**src/rtl/mem_arbiter.sv**
```systemverilog
// Shared 16-bit SRAM sequencer: serialises the EX/MEM data access and the IF fetch
// into back-to-back SRAM transactions, stalling the pipeline until both complete.
module mem_arbiter #(
  parameter int WAIT_CYCLES = 1
) (
  input  logic        CLK,
  input  logic        RST,
  input  logic [1:0]  memReadIn,
  input  logic [1:0]  memWriteIn,
  input  logic [15:0] ALUResultIn,
  input  logic [15:0] dataIn,
  input  logic        ifReq,
  input  logic [15:0] ifAddr,
  output logic [15:0] memDataOut,
  output logic [15:0] instrOut,
  output logic        stall,
  output logic [15:0] ramAddr,
  output logic [15:0] ramDataOut,
  input  logic [15:0] ramDataIn,
  output logic        ramDataOE,
  output logic        ramCE_N,
  output logic        ramOE_N,
  output logic        ramWE_N
);

  typedef enum logic [2:0] {
    IDLE  = 3'd0,
    D_RD  = 3'd1,
    D_WR  = 3'd2,
    FETCH = 3'd3,
    DONE  = 3'd4
  } state_t;

  localparam logic [3:0] PH_LAST = 4'(WAIT_CYCLES);
  localparam logic [3:0] PH_HOLD = 4'(WAIT_CYCLES + 1);

  state_t     state;
  logic [3:0] ph;
  logic       d_rd;
  logic       d_wr;

  // A load takes priority over a store presented in the same cycle.
  always_comb begin
    d_rd = (memReadIn == 2'b01);
    d_wr = (memWriteIn == 2'b01) & ~d_rd;
  end

  // Pipeline hold: asserted while any transaction is pending or in flight.
  always_comb begin
    stall = 1'b0;
    if (!RST) begin
      stall = 1'b0;
    end else begin
      case (state)
        IDLE:              stall = d_rd | d_wr | ifReq;
        D_RD, D_WR, FETCH: stall = 1'b1;
        DONE:              stall = 1'b0;
        default:           stall = 1'b0;
      endcase
    end
  end

  // Sequencer FSM; strobes are set for the state/phase being entered so every pin is registered.
  always_ff @(posedge CLK or negedge RST) begin
    if (!RST) begin
      state      <= IDLE;
      ph         <= 4'd0;
      ramAddr    <= 16'h0000;
      ramDataOut <= 16'h0000;
      memDataOut <= 16'h0000;
      instrOut   <= 16'h0000;
      ramDataOE  <= 1'b0;
      ramCE_N    <= 1'b1;
      ramOE_N    <= 1'b1;
      ramWE_N    <= 1'b1;
    end else begin
      case (state)
        IDLE: begin
          ph <= 4'd0;
          if (d_rd) begin
            state   <= D_RD;
            ramAddr <= ALUResultIn;
            ramCE_N <= 1'b0;
            ramOE_N <= 1'b0;
          end else if (d_wr) begin
            state      <= D_WR;
            ramAddr    <= ALUResultIn;
            ramDataOut <= dataIn;
            ramCE_N    <= 1'b0;
            ramDataOE  <= 1'b1;
          end else if (ifReq) begin
            state   <= FETCH;
            ramAddr <= ifAddr;
            ramCE_N <= 1'b0;
            ramOE_N <= 1'b0;
          end else begin
            state <= IDLE;
          end
        end

        D_RD: begin
          if (ph == PH_LAST) begin
            memDataOut <= ramDataIn;
            ph         <= 4'd0;
            if (ifReq) begin
              state   <= FETCH;
              ramAddr <= ifAddr;
            end else begin
              state   <= DONE;
              ramCE_N <= 1'b1;
              ramOE_N <= 1'b1;
            end
          end else begin
            ph <= ph + 4'd1;
          end
        end

        D_WR: begin
          // WE is released one phase before the exit so it never moves with the address.
          if (ph == PH_HOLD) begin
            ph        <= 4'd0;
            ramDataOE <= 1'b0;
            ramWE_N   <= 1'b1;
            if (ifReq) begin
              state   <= FETCH;
              ramAddr <= ifAddr;
              ramOE_N <= 1'b0;
            end else begin
              state   <= DONE;
              ramCE_N <= 1'b1;
            end
          end else begin
            ph <= ph + 4'd1;
            if (ph == 4'd0) begin
              ramWE_N <= 1'b0;
            end else if (ph == PH_LAST) begin
              ramWE_N <= 1'b1;
            end else begin
              ramWE_N <= ramWE_N;
            end
          end
        end

        FETCH: begin
          if (ph == PH_LAST) begin
            instrOut <= ramDataIn;
            ph       <= 4'd0;
            state    <= DONE;
            ramCE_N  <= 1'b1;
            ramOE_N  <= 1'b1;
          end else begin
            ph <= ph + 4'd1;
          end
        end

        DONE: begin
          state <= IDLE;
          ph    <= 4'd0;
        end

        default: begin
          state     <= IDLE;
          ph        <= 4'd0;
          ramDataOE <= 1'b0;
          ramCE_N   <= 1'b1;
          ramOE_N   <= 1'b1;
          ramWE_N   <= 1'b1;
        end
      endcase
    end
  end

endmodule

```
**config.mk**
```make
export PLATFORM = sky130hd
export DESIGN_NAME = mem_arbiter
export DESIGN_NICKNAME = d
export VERILOG_FILES = /design/src/rtl/mem_arbiter.sv
export SDC_FILE = /design/constraint.sdc
export NUM_CORES = 1
export LEC_CHECK = 0
export BUFFER_PORTS_ARGS = -buffer_cell sky130_fd_sc_hd__buf_4
export CORE_ASPECT_RATIO = 1.5
export CORE_MARGIN = 2
export CORE_UTILIZATION = 48
export CTS_CLUSTER_SIZE = 25
export DETAILED_ROUTE_END_ITERATION = 8
export PLACE_DENSITY = 0.8
export SLEW_MARGIN = 20
export SYNTH_ARGS = -nofsm -noshare
export SYNTH_HDL_FRONTEND = slang
export SYNTH_SLANG_ARGS = --single-unit
```
**constraint.sdc**
```tcl
create_clock -name CLK -period 2.15 [get_ports CLK]
set_input_delay 0.3225 -clock CLK [delete_from_list [all_inputs] [get_ports CLK]]
set_output_delay 0.3225 -clock CLK [all_outputs]
set_load 0.05 [all_outputs]
```
==> impl_metrics.ini <==
[finish]
final_nets = 472
diodes = 0
layout-area-overhead-vs-synth_pct = 40.7
seqCellArea_mm2 = 0.00188
post_route_cells_drive_above_1_share = 0.567
fillers = 516
multi_input_area_mm2 = 0.00142

[synthesis]
synth.top_cells.by_count = 72 x sky130_fd_sc_hd__dfrtp_1, 28 x sky130_fd_sc_hd__mux2_2, 20 x sky130_fd_sc_hd__mux2_4, 16 x sky130_fd_sc_hd__a22oi_1, 16 x sky130_fd_sc_hd__o2bb2ai_1
synthTopCellsByArea = sky130_fd_sc_hd__dfrtp_1 53%, sky130_fd_sc_hd__mux2_2 9.3%, sky130_fd_sc_hd__mux2_4 8.8%
synth_seq_area_share = 0.554
netlist.top_cell.by_area = sky130_fd_sc_hd__dfrtp_1
yosys_warn_count = 0
avgSynthCellArea_um2 = 13.4
synthesis.area_mm2 = 0.00339
synthDistinctLibCells = 49
yosys_most_used_dff = sky130_fd_sc_hd__dfrtp_1
postSynthNetCount = 324
synth-seq-cells = 75
ys_async_sr_fraction = 1.00
synth-edff-count = 0
synthCells = 253
synth_most_common_cell = sky130_fd_sc_hd__dfrtp_1
share_of_the_synthesized_area_in_the_top_cell_type = 0.531

[setup_path]
criticalPathCategory = reg -> out
critPathMaxFanout = 10
start_kind = flip-flop
crit_path_cell_trace = or2_2 > nor4_2 > nor3b_2 > buf_4
worst_path_max_delay_cell = sky130_fd_sc_hd__dfrtp_1
max_stage_delay_ps = 510
worstPathBufferInverterCount = 1
timing.critical_path.to_type = output port
worst-endpoint-arrival_ps = 1700
critical-path-top-delay-family = simple AND/OR/NAND/NOR gates
required_ps = 1830

[route]
routedWlPerCell_um = 17.5
route.vias.total = 2677
ant_nets = 0
routed_wirelength_mm = 8.49
route.detailed.drc = 0
detailedRoute.firstPassIterationCount = 4
drt-initial-drc-count = 212
vias_per_cell = 5.53

[global_route]
grt_pass1_vias = 2708
grt.total_usage = 0.221
grt_max_degree = 76
antenna_found_initial = 0
grt_overflow = 0
grt_pass1_wl_mm = 13.1

[floorplan]
initial_utilization = 0.495
rows = 37
top_level_ports = 140
fp.dieArea_mm2 = 0.00777
dieHeight_um = 107
fp.dieW_um = 72.7
core_region_area_mm2 = 0.00685

[sta]
grt_setup_unrepaired = no
post-route-min-period_ps = 2030
holdWs_ps = 207
slew_headroom = 0.351
report.final.slew_viol_count = 0
fmaxAchievable_mhz = 494
crit_share_post_route = 0.942
setup_violations = 0
clock-skew-final_ps = 7.50
worstMarginPinSlew_ps = 973
timing.final.hold_violations = 0
setup_total_negative_slack_ps = 0

[clock_network]
cts_hold_buffers = 0
cts.sinks = 75
clock_insertion_delay_worst_skew_ps = 340
cts_buffers = 9
cts_tree = yes
post_cts_resized = 0
post_cts.repair.setup_buffers = 0
cts_max_path_buffers = 2
buffer_cell_driving_the_clock_tree_root = sky130_fd_sc_hd__clkbuf_8
path_clk_slew_ps = 80
clock_tree.htree_level_count = 3

[placement]
dpl.hpwl_mm = 6.24
placement.io_buffers = 139
routabilityCongestion = 0.865

[worst_hold_path]
class_of_the_tightest_hold_or_removal_check = in -> reg

[job]
max-cap-violations = 0

[run_status]
outcome = complete, no violations
[area by class of cell]
cell class / instances / share of cell area
flip-flops and latches: 75 / 0.394
well taps: 78 / 0.0204
inverters: 4 / 0.00314
clock inverters: 5 / 0.0181
multi-input cells: 159 / 0.296
repair buffers: 152 / 0.239
clock buffers: 11 / 0.0296
[final timing paths]
check                      cells past startpoint  slack, ps                         to               startpoint
min in group asynchronous                      2        220   instrOut[15]$_DFFE_PN0P_                      RST
max in group asynchronous                      2       1360            ph[3]$_DFF_PN0_                      RST
max                                            4        120                      stall     state[1]$_DFFE_PN0P_
max reg2reg                                    4        170     ramAddr[2]$_DFFE_PN0P_          ph[2]$_DFF_PN0_
min                                            2        210  ramDataOut[5]$_DFFE_PN0P_                dataIn[5]
min reg2reg                                    1        490    ramAddr[12]$_DFFE_PN0P_  ramAddr[12]$_DFFE_PN0P_
[metal layers]
layer | share of wire | global-route usage
met2 | 0.55 | 0.386
met5 | 0 | 0
met4 | 0.020 | 0.0952
met1 | 0.37 | 0.256
met3 | 0.059 | 0.0461
[cells by family after synthesis]
group,count (synthesis),synth area share
DFF,75,0.554
AOI/OAI and AO/OA,64,0.144
muxes,48,0.181
and+or+nand+nor,44,0.0804
buffers and inverters,19,0.0324
xor gates and xnor gates,3,0.00774
[layout by cell type (no fill, tap or decap), types with 3 or more instances in the layout]
cell type,n
sky130_fd_sc_hd__mux2_4,20
sky130_fd_sc_hd__a22oi_1,16
sky130_fd_sc_hd__dfstp_2,3
sky130_fd_sc_hd__dfrtp_1,72
sky130_fd_sc_hd__nor2_1,12
sky130_fd_sc_hd__clkbuf_8,10
sky130_fd_sc_hd__inv_1,3
sky130_fd_sc_hd__buf_4,152
sky130_fd_sc_hd__o31ai_1,4
sky130_fd_sc_hd__nand2_1,8
sky130_fd_sc_hd__clkinv_4,3
sky130_fd_sc_hd__o2bb2ai_1,16
sky130_fd_sc_hd__a21oi_1,9
sky130_fd_sc_hd__o21ai_0,6
sky130_fd_sc_hd__mux2_2,28
[worst reg2reg max path: cells and delay by family, from the launching register on]
family / cells / cell delay [ps]
AOI/OAI and AO/OA: 3 / 810
DFF: 1 / 460
and+or+nand+nor: 1 / 590
[per-stage QoR]
stage	instance area (um2)	utilization	instances	setup slack, ps
after detailed placement	4540	0.663	468	170
final	4780	0.697	484	124
after floorplan	3400	-	253	268
after global placement	4540	0.663	468	212
after global routing	4780	0.697	484	8.34
after CTS	4770	0.696	484	2.85
[registers in the layout, summed over array words and instances, names as in the netlist]
name and count:
ramCE_N 1, instrOut 16, state 3, ramAddr 16, ramWE_N 1, ramOE_N 1
ramDataOE 1, ramDataOut 16, ph 4, memDataOut 16
Power is not shown: default switching activity piles up to over one toggle a cycle in this logic, so the estimate is an artifact.
